**config.mk**
```make
export PLATFORM = sky130hd
export DESIGN_NAME = ioctl_initiator
export DESIGN_NICKNAME = d
export VERILOG_FILES = /design/src/rtl/ioctl_initiator.sv
export SDC_FILE = /design/constraint.sdc
export NUM_CORES = 1
export LEC_CHECK = 0
export BUFFER_PORTS_ARGS = -buffer_cell sky130_fd_sc_hd__buf_2
export CAP_MARGIN = 20
export CORE_ASPECT_RATIO = 1.2
export CORE_UTILIZATION = 55
export DETAILED_ROUTE_END_ITERATION = 12
export GPL_TIMING_DRIVEN = 0
export HOLD_SLACK_MARGIN = 0.03
export PLACE_DENSITY = 0.81
export SETUP_SLACK_MARGIN = 0.05
export SKIP_CTS_REPAIR_TIMING = 1
export SLEW_MARGIN = 20
export SYNTH_ARGS = -nofsm -noshare
export SYNTH_HDL_FRONTEND = slang
export SYNTH_SLANG_ARGS = --single-unit
```
**constraint.sdc**
```tcl
create_clock -name clk_sys -period 3.7 [get_ports clk_sys]
set_clock_uncertainty 0.2 [all_clocks]
set_input_delay 0.37 -clock clk_sys [delete_from_list [all_inputs] [get_ports clk_sys]]
set_output_delay 0.37 -clock clk_sys [all_outputs]
set_load 0.02 [all_outputs]
```
**src/rtl/ioctl_initiator.sv**
```systemverilog
// Host-side ioctl initiator: frames one download or upload per command, moving bytes
// between valid/ready streams and the ioctl responder interface.
module ioctl_initiator #(
    parameter int ADDR_W = 25,
    parameter int WR_GAP = 1,
    parameter int RD_LAT = 2
) (
    input  logic              clk_sys,
    input  logic              reset,
    input  logic              cmd_valid,
    output logic              cmd_ready,
    input  logic              cmd_dir,
    input  logic [7:0]        cmd_index,
    input  logic [ADDR_W-1:0] cmd_len,
    input  logic              s_valid,
    output logic              s_ready,
    input  logic [7:0]        s_data,
    output logic              m_valid,
    input  logic              m_ready,
    output logic [7:0]        m_data,
    output logic              ioctl_download,
    output logic              ioctl_upload,
    output logic              ioctl_wr,
    output logic [ADDR_W-1:0] ioctl_addr,
    output logic [7:0]        ioctl_dout,
    input  logic [7:0]        ioctl_din,
    output logic [7:0]        ioctl_index,
    input  logic              ioctl_wait,
    output logic              done
);

    typedef enum logic [2:0] {
        IDLE     = 3'd0,
        DL_TAKE  = 3'd1,
        DL_WR    = 3'd2,
        DL_GAP   = 3'd3,
        UL_SETUP = 3'd4,
        UL_HOLD  = 3'd5,
        FINISH   = 3'd6
    } state_t;

    localparam logic [ADDR_W-1:0] ONE      = 1;
    localparam logic [3:0]        GAP_LOAD = (WR_GAP > 0) ? 4'(WR_GAP - 1) : 4'd0;
    localparam logic [3:0]        LAT_LOAD = 4'(RD_LAT);

    state_t            state_q, state_d;
    logic              cmd_ready_q, cmd_ready_d;
    logic              dl_q, dl_d;
    logic              ul_q, ul_d;
    logic [ADDR_W-1:0] addr_q, addr_d;
    logic [ADDR_W-1:0] len_q, len_d;
    logic [7:0]        dout_q, dout_d;
    logic [7:0]        index_q, index_d;
    logic [3:0]        tmr_q, tmr_d;
    logic              m_valid_q, m_valid_d;
    logic [7:0]        m_data_q, m_data_d;
    logic              done_q, done_d;
    logic              last_byte;

    // The address doubles as the byte counter: it equals the number of bytes already moved.
    assign last_byte = (addr_q + ONE) == len_q;

    always_comb begin
        state_d   = state_q;
        dl_d      = dl_q;
        ul_d      = ul_q;
        addr_d    = addr_q;
        len_d     = len_q;
        dout_d    = dout_q;
        index_d   = index_q;
        tmr_d     = tmr_q;
        m_valid_d = m_valid_q;
        m_data_d  = m_data_q;
        done_d    = 1'b0;
        case (state_q)
            IDLE: begin
                if (cmd_valid && cmd_ready_q) begin
                    index_d = cmd_index;
                    len_d   = cmd_len;
                    addr_d  = '0;
                    if (cmd_len == '0) begin
                        state_d = FINISH;
                    end else if (!cmd_dir) begin
                        dl_d    = 1'b1;
                        state_d = DL_TAKE;
                    end else begin
                        ul_d    = 1'b1;
                        tmr_d   = LAT_LOAD;
                        state_d = UL_SETUP;
                    end
                end
            end
            DL_TAKE: begin
                if (s_valid && s_ready) begin
                    dout_d  = s_data;
                    state_d = DL_WR;
                end
            end
            DL_WR: begin
                if (last_byte) begin
                    state_d = FINISH;
                end else begin
                    addr_d = addr_q + ONE;
                    if (WR_GAP == 0) begin
                        state_d = DL_TAKE;
                    end else begin
                        tmr_d   = GAP_LOAD;
                        state_d = DL_GAP;
                    end
                end
            end
            DL_GAP: begin
                if (tmr_q == 4'd0) state_d = DL_TAKE;
                else               tmr_d   = tmr_q - 4'd1;
            end
            UL_SETUP: begin
                // Sample on the edge where the latency count reaches zero.
                if (!ioctl_wait) begin
                    if (tmr_q <= 4'd1) begin
                        tmr_d     = 4'd0;
                        m_data_d  = ioctl_din;
                        m_valid_d = 1'b1;
                        state_d   = UL_HOLD;
                    end else begin
                        tmr_d = tmr_q - 4'd1;
                    end
                end
            end
            UL_HOLD: begin
                if (m_valid_q && m_ready) begin
                    m_valid_d = 1'b0;
                    if (last_byte) begin
                        state_d = FINISH;
                    end else begin
                        addr_d  = addr_q + ONE;
                        tmr_d   = LAT_LOAD;
                        state_d = UL_SETUP;
                    end
                end
            end
            FINISH: begin
                dl_d    = 1'b0;
                ul_d    = 1'b0;
                done_d  = 1'b1;
                state_d = IDLE;
            end
            default: state_d = IDLE;
        endcase
        cmd_ready_d = (state_d == IDLE);
    end

    always_ff @(posedge clk_sys or negedge reset) begin
        if (!reset) begin
            state_q     <= IDLE;
            cmd_ready_q <= 1'b0;
            dl_q        <= 1'b0;
            ul_q        <= 1'b0;
            addr_q      <= '0;
            len_q       <= '0;
            dout_q      <= '0;
            index_q     <= '0;
            tmr_q       <= '0;
            m_valid_q   <= 1'b0;
            m_data_q    <= '0;
            done_q      <= 1'b0;
        end else begin
            state_q     <= state_d;
            cmd_ready_q <= cmd_ready_d;
            dl_q        <= dl_d;
            ul_q        <= ul_d;
            addr_q      <= addr_d;
            len_q       <= len_d;
            dout_q      <= dout_d;
            index_q     <= index_d;
            tmr_q       <= tmr_d;
            m_valid_q   <= m_valid_d;
            m_data_q    <= m_data_d;
            done_q      <= done_d;
        end
    end

    assign cmd_ready      = cmd_ready_q;
    assign s_ready        = (state_q == DL_TAKE) && !ioctl_wait;
    assign m_valid        = m_valid_q;
    assign m_data         = m_data_q;
    assign ioctl_download = dl_q;
    assign ioctl_upload   = ul_q;
    assign ioctl_wr       = (state_q == DL_WR);
    assign ioctl_addr     = addr_q;
    assign ioctl_dout     = dout_q;
    assign ioctl_index    = index_q;
    assign done           = done_q;

endmodule

```
### Yosys cells after proc, flatten, opt, wreduce, memory -nomap -nowiden

Cells that the tools add are included.

* bits in registers: 86
* input port bits: 56
* logic and storage cells: 92

* $add $sub $neg: 2
* magnitude comparators: 1
* eq/ne operators: 17
* multiplexer cells: 38
* bitwise logic cells: 1
* reductions and logical operators: 21

Operator list (count)
* $mux W25: 3
* $pmux W25 S3: 1
* $mux W4: 9
* $mux W3: 9
* $add A25 B1 Y25 const B: 1
* $eq A25 B25 Y1: 1
* $logic_not A25 Y1: 1
* $ne A2 B2 Y1 const B: 10
* $pmux W4 S5: 1
* $pmux W3 S6: 1
* $reduce_and A4 Y1: 3
* $mux W1: 10
* $eq A3 B3 Y1 const B: 3
* $reduce_and A9 Y1: 1
* $eq A3 B2 Y1 const B: 2
* $logic_not A3 Y1: 2
* $pmux W1 S2: 3
* $reduce_and A3 Y1: 2
* $reduce_bool A5 Y1: 1
* $le A4 B1 Y1 const B: 1
* $logic_and A1 B1 Y1: 4
* $logic_not A4 Y1: 1
* $reduce_and A2 Y1: 2
* $reduce_bool A2 Y1: 2
* other kinds (6): 6

### Logic depth before layout (Yosys ltp)

Gate-level depths: netlist (run 1).

* depth in word-level cells: 6
* gate-level depth with buffers: 12
* depth with buffers taken out: 9

### Worst setup path after synthesis (run 1)

No wires, ideal clock.

* path kind: register to register
* start: register addr_q[0], in the netlist ioctl_addr[0]
* end: register addr_q[17], in the netlist ioctl_addr[17]
* data arrival time: 3.089 ns
* setup slack: 0.285 ns
* cell stages (with the launch flop): 12
* buffers on the path: 2
* clock period less this slack: 3.415 ns
* path through: dfrtp_1 -> ha_1 -> nand3_1 -> or4_1 -> or3_1 -> a211oi_1 -> nand4_1 -> and4bb_1 -> buf_4 -> nor2_2 -> buf_6 -> a221o_1

* cells in the longest elaborated chain, start to end: 5

RTL lines
* start, declared: RTL line 50 `logic [ADDR_W-1:0] addr_q, addr_d;`
* start signal, assigned: RTL line 171 `addr_q <= addr_d;`
* $add A25 B1 Y25 (*): RTL line 61, 103, 135
* $eq A25 B25 Y1: RTL line 61 `assign last_byte = (addr_q + ONE) == len_q;`
* $mux W25 (*): RTL line 100, 132
* $mux W25: RTL line 130 `if (m_valid_q && m_ready) begin`
* $pmux W25 S3 (*): RTL line 75 `case (state_q)`

Mark *: on every way between the ends. The rest lies on a longest branch, timed or not. The select of a mux whose other input is x is not followed.
A chain may end at the register's enable or synchronous reset.

### Final worst setup path (run 1)

* start: register addr_q[0], in the netlist ioctl_addr[0]
* end: register addr_q[19], in the netlist ioctl_addr[19]

The elaborated chain is that of the path after synthesis.

==> results.yml, run 1 <==
pwr:
  pwr-share-comb: 0.468
  p_switching_mw: 1.77
  intPower_mw: 2.47
  p_per_area_nw_per_um2: 672
  p_seq_frac: 0.362
  p_sw_frac: 0.418
  ir_drop_mv: 0.515
  p_total_mw: 4.25
  p_leak_nw: 2.94
  clkPwrFrac: 0.170
placed_design:
  port_buffers: 111
  routabilityCongestion: 0.971
  dp_cells: 729
  place_area_um2: 5690
  place_ws_ps: -464
  hpwl_um: 9660
routing:
  route.detailed.drc: 0
  drt_iter0_markers: 330
  wl_um: 14000
  first_pass_iters: 6
  antenna_left: 0
  wire_per_inst_um: 18.0
  vias: 4802
  via_per_inst: 6.16
finish:
  diodes: 0
  nets: 717
  drive_gt1_frac: 0.335
  final_core_util: 0.730
  final_area_um2: 6320
  fin_cells: 780
  mostFrequentLayoutCells: "buf_2 (116), dfrtp_1 (84), mux2_2 (50)"
  final_common_cell: "buf_2"
  area_growth_pct: 27.5
timing:
  slew_viol_final: 0
  setup_violations: 0
  finalCriticalPeriod_ps: 3530
  fin_hold_ws_ps: 23.5
  finalCritPeriodShare: 0.953
  setup_tns_ps: 0
  max_freq_mhz: 284
  hold_viol_final: 0
  fin_ws_ps: 173
  maxSlewHeadroom: 0.287
  tightest_slew_ps: 1060
die:
  dieWidth_um: 88.6
  boundaryPins: 112
  coreArea_um2: 8660
  die_h_um: 106
  initial_core_util: 0.572
  die_area_um2: 9390
  num_rows: 37
clock_network:
  clock_sinks: 86
  cts_root_buf: "clkbuf_8"
  cts_htree_levels: 3
  clock_latency_ps: 380
  tritoncts: "done"
  numCtsBuffers: 9
  path_clk_slew_ps: 100
  ctsLongestPathBuffers: 2
yosys:
  ys_seq_area_frac: 0.434
  async_flop_share: 1.00
  syn_area_per_cell_um2: 9.91
  synth_ff_type: "dfrtp_1"
  synth_warnings: 0
  synth_edf_count: 0
  synth-seq-cells: 86
  synth_top_area_cell: "dfrtp_1"
  syn-cell-area_um2: 4950
  synth_cell_types: 52
  synth_nets: 559
  synth.top_cell.area_share: 0.434
  ys_top_cells_by_area: "dfrtp_1 (43%), mux2_2 (11%), xnor2_1 (4.1%)"
  syn_inst: 500
global_routing:
  antenna_found_initial: 0
  overflow: 0
  grt_pass1_wl_um: 21100
  grt_max_degree: 61
  grt_pass1_vias: 4424
  grt_use_total: 0.297
worst_hold_path:
  hp-class: "in2reg"
critical_path:
  arrival_ps: 3590
  start_kind: "flip-flop"
  cp-end-kind: "flip-flop"
  critPathMaxStageDelay_ps: 550
  worst-setup-path-type: "reg2reg"
  cp_data_required_time_ps: 3760
  crit_chain: "buf_4 -> nand4_2 -> or4_1 -> clkbuf_1 -> or4_1 -> o211ai_1 -> a31oi_1 -> and4bb_1 -> buf_4 -> nor2_2 -> buf_6 -> a221o_1"
  crit_slowest_cell: "or4_1"
  crit_fanout: 10
status:
  status: "finished, final reports clean"
run:
  maxCapViolCount: 0
## state kept, by name (all words and copies together) (netlist names)
name and flops:
done 1, m_valid 1, cmd_ready 1, tmr_q 4
ioctl_download 1, ioctl_addr 25, len_q 25, ioctl_upload 1
ioctl_index 8, state_q 3, ioctl_dout 8, m_data 8
## critical path, delay by kind of cell (launching register included)
kind | cells | cell delay, ps
buffers and inverters | 4 | 650
and+or+nand+nor | 5 | 1630
DFF | 1 | 430
AOI/OAI and AO/OA | 3 | 500
## synthesized netlist by cell type (2+ instances only)
| cell | count |
|---|---|
| buf_1 | 3 |
| nor4_1 | 24 |
| o211ai_1 | 6 |
| o21a_1 | 3 |
| a31oi_1 | 4 |
| or4_1 | 7 |
| and2_1 | 5 |
| clkbuf_1 | 17 |
| nand3b_1 | 4 |
| nand3_1 | 31 |
| a21oi_1 | 12 |
| dfrtp_1 | 86 |
| or3_1 | 6 |
| nand4_1 | 16 |
| a211oi_1 | 3 |
| and4_1 | 2 |
| o22ai_1 | 2 |
| a311o_1 | 2 |
| nand2b_1 | 4 |
| a22o_1 | 3 |
| a21o_1 | 8 |
| xnor2_1 | 23 |
| buf_4 | 9 |
| nor2b_1 | 5 |
| buf_2 | 8 |
| nor4b_1 | 3 |
| nor2_1 | 30 |
| xor2_1 | 13 |
| inv_1 | 10 |
| a221o_1 | 13 |
| or2_2 | 3 |
| a211o_1 | 6 |
| and3_1 | 5 |
| mux2_2 | 50 |
| o21ai_0 | 11 |
| ha_1 | 3 |
| nand2_1 | 32 |
| nor3_1 | 14 |
## kinds of logic after synthesis
kind of cell / Yosys count / synth area share
AND/OR/NAND/NOR: 197 / 0.215
flip-flops: 86 / 0.434
buffers and inverters: 49 / 0.0477
AO/OA/AOI/OAI: 78 / 0.116
XOR/XNOR: 36 / 0.0636
adder cells (fa/ha/maj): 3 / 0.00758
multiplexers: 51 / 0.116
## metal layers
metal	routed length (µm)	part of all wire	global-route usage
met2	7020	0.50	0.474
met4	597	0.043	0.179
met3	947	0.068	0.0637
met5	0	0	0
met1	5450	0.39	0.364
## area by class of cell
type	count	area, µm²
multi-input cells	365	2650
fillers	628	2340
flip-flops and latches	86	2150
repair buffers	147	911
plain buffers	39	208
well taps	117	146
clock buffers	9	124
clock inverters	7	86.3
inverters	10	37.5
## path summary, 6_finish.rpt
kind	slack, ps	startpoint	to	cells after the start
setup reg to reg	170	ioctl_addr[0]	ioctl_addr[19]	12
min in group asynchronous	240	reset	ioctl_addr[2]	2
hold / removal	20	s_data[5]	ioctl_dout[5]	2
setup / recovery	170	ioctl_addr[0]	ioctl_addr[19]	12
hold reg to reg	290	ioctl_download	ioctl_download	2
max in group asynchronous	2440	reset	len_q[17]	3
## power by group through the flow
stage | Sequential [mW] | Clock, mW | Combinational [mW]
after floorplan | 1.68 | 0 | 1.13
after global placement | 1.52 | 0 | 1.77
after CTS | 1.53 | 0.724 | 1.83
final | 1.53 | 0.722 | 1.99
after detailed placement | 1.54 | 0 | 1.82
after global routing | 1.57 | 0.761 | 2.15
Power figures use the tool's default switching activity.
==> run 2: changes to the inputs <==
--- a/config.mk
+++ b/config.mk
@@ -8,11 +8,11 @@
 export BUFFER_PORTS_ARGS = -buffer_cell sky130_fd_sc_hd__buf_2
 export CAP_MARGIN = 20
 export CORE_ASPECT_RATIO = 1.2
-export CORE_UTILIZATION = 55
+export CORE_UTILIZATION = 50
 export DETAILED_ROUTE_END_ITERATION = 12
 export GPL_TIMING_DRIVEN = 0
 export HOLD_SLACK_MARGIN = 0.03
-export PLACE_DENSITY = 0.81
+export PLACE_DENSITY = 0.75
 export SETUP_SLACK_MARGIN = 0.05
 export SKIP_CTS_REPAIR_TIMING = 1
 export SLEW_MARGIN = 20
==> run 2 against run 1 <==
Non-clock buffer count fell by 26. Final cell count fell by 2.6%. Die area rose by 9.8%. Global-route usage fell by 2.3 points. Setup slack got worse by 31 ps.
==> results.yml, run 2 (synthesis gave the netlist of run 1 again) <==
die:
  die_area_um2: 10300
  coreArea_um2: 9560
  boundaryPins: 112
  initial_core_util: 0.518
  dieWidth_um: 92.9
  num_rows: 39
  die_h_um: 111
critical_path:
  worst-setup-path-type: "reg2reg"
  cp_data_required_time_ps: 3720
  crit_fanout: 10
  start_kind: "flip-flop"
  cp-end-kind: "flip-flop"
  critPathTopFamily: "simple AND/OR/NAND/NOR gates"
  crit_buf_inv: 3
  path_common_cell: "buf_6"
  crit_chain: "buf_6 -> nand4_1 -> or4_4 -> or3_1 -> a211oi_2 -> nand4_1 -> and4bb_1 -> buf_6 -> nor2_2 -> buf_6 -> a221o_1"
  critPathMaxStageDelay_ps: 590
  arrival_ps: 3580
  crit_slowest_cell: "or4_4"
clock_network:
  path_clk_slew_ps: 70
  clock_sinks: 86
  clock_latency_ps: 350
  cts_root_buf: "clkbuf_16"
  ctsLongestPathBuffers: 2
  numCtsBuffers: 9
  cts_htree_levels: 3
  tritoncts: "done"
timing:
  hold_viol_final: 0
  rsz0062_at_grt: "no"
  slew_viol_final: 0
  finalCriticalPeriod_ps: 3560
  maxSlewHeadroom: 0.439
  setup_tns_ps: 0
  finalCritPeriodShare: 0.962
  setup_violations: 0
  fin_ws_ps: 142
  max_freq_mhz: 281
  tightest_slew_ps: 833
placed_design:
  hpwl_um: 9910
  port_buffers: 111
  dp_cells: 735
  place_area_um2: 5690
  place_ws_ps: -482
  routabilityCongestion: 0.927
routing:
  route.detailed.drc: 0
  antenna_left: 0
  wl_met2_um: 6780
  wl_um: 13500
  drt_iter0_markers: 306
  met3_length_um: 1010
  wire_per_inst_um: 17.7
  met1_length_um: 5290
  via_per_inst: 6.05
  vias: 4599
  top_layer_used: "met4"
  first_pass_iters: 8
pwr:
  ir_drop_mv: 0.525
  p_per_area_nw_per_um2: 707
  p_total_mw: 4.37
  p_leak_nw: 2.87
run:
  maxCapViolCount: 0
finish:
  n_fill_cell: 838
  final_common_cell: "buf_2"
  area_growth_pct: 24.8
  drive_gt1_frac: 0.350
  fin_cells: 760
  diodes: 0
  nets: 691
  mostFrequentLayoutCells: "buf_2 (116), dfrtp_1 (83), mux2_2 (50)"
  final_area_um2: 6180
global_routing:
  grt_max_degree: 61
  grt_use_total: 0.274
  antenna_found_initial: 0
  grt_pass1_wl_um: 22100
  overflow: 0
  grt_pass1_vias: 4527
worst_hold_path:
  hp-class: "in2reg"
status:
  status: "finished, final reports clean"
==> run 2: layout make-up <==
type	count	area, µm²	share of cell area
plain buffers	39	219	0.0354
clock buffers	9	225	0.0364
clock inverters	7	68.8	0.0111
inverters	10	37.5	0.00607
multi-input cells	365	2670	0.431
flip-flops and latches	86	2160	0.349
well taps	123	154	0.0249
repair buffers	121	656	0.106
==> run 2: report_power, final <==
group	leakage (nW)	internal [mW]	switching, mW
combinational	1.64	0.848	1.12
sequential	1.09	1.28	0.239
clock	0.143	0.473	0.422
==> run 2: stage by stage <==
stage / hold slack, ps / util
finish: 50.3 / 0.647
global route: 43.9 / 0.647
CTS: -249 / 0.626
detailed placement: 118 / 0.595
global placement: 284 / 0.592
floorplan: -126 / -
==> run 2: worst register-to-register path, stage by stage, from the launching register on <==
cell      delay, ps
dfrtp_1         370
buf_6           150
nand4_1         300
or4_4           590
or3_1           380
a211oi_2        230
nand4_1         150
and4bb_1        340
buf_6           160
nor2_2           90
buf_6           160
a221o_1         320
==> run 2: per-layer routing <==
metal	vias to the layer above	track usage
li1	2118	-
met1	2225	0.343
met2	220	0.450
met3	36	0.0562
met4	0	0.130
met5	-	0
==> run 2: worst paths after layout <==
kind / slack, ps / end / startpoint / cells past startpoint
worst min-delay path: 50 / m_data[4] / ioctl_din[4] / 2
worst max-delay path: 140 / ioctl_addr[19] / ioctl_addr[8] / 11
worst min register to register: 300 / ioctl_dout[7] / ioctl_dout[7] / 1
min in group asynchronous: 280 / ioctl_addr[5] / reset / 2
worst max register to register: 140 / ioctl_addr[19] / ioctl_addr[8] / 11
max in group asynchronous: 2400 / tmr_q[0] / reset / 3
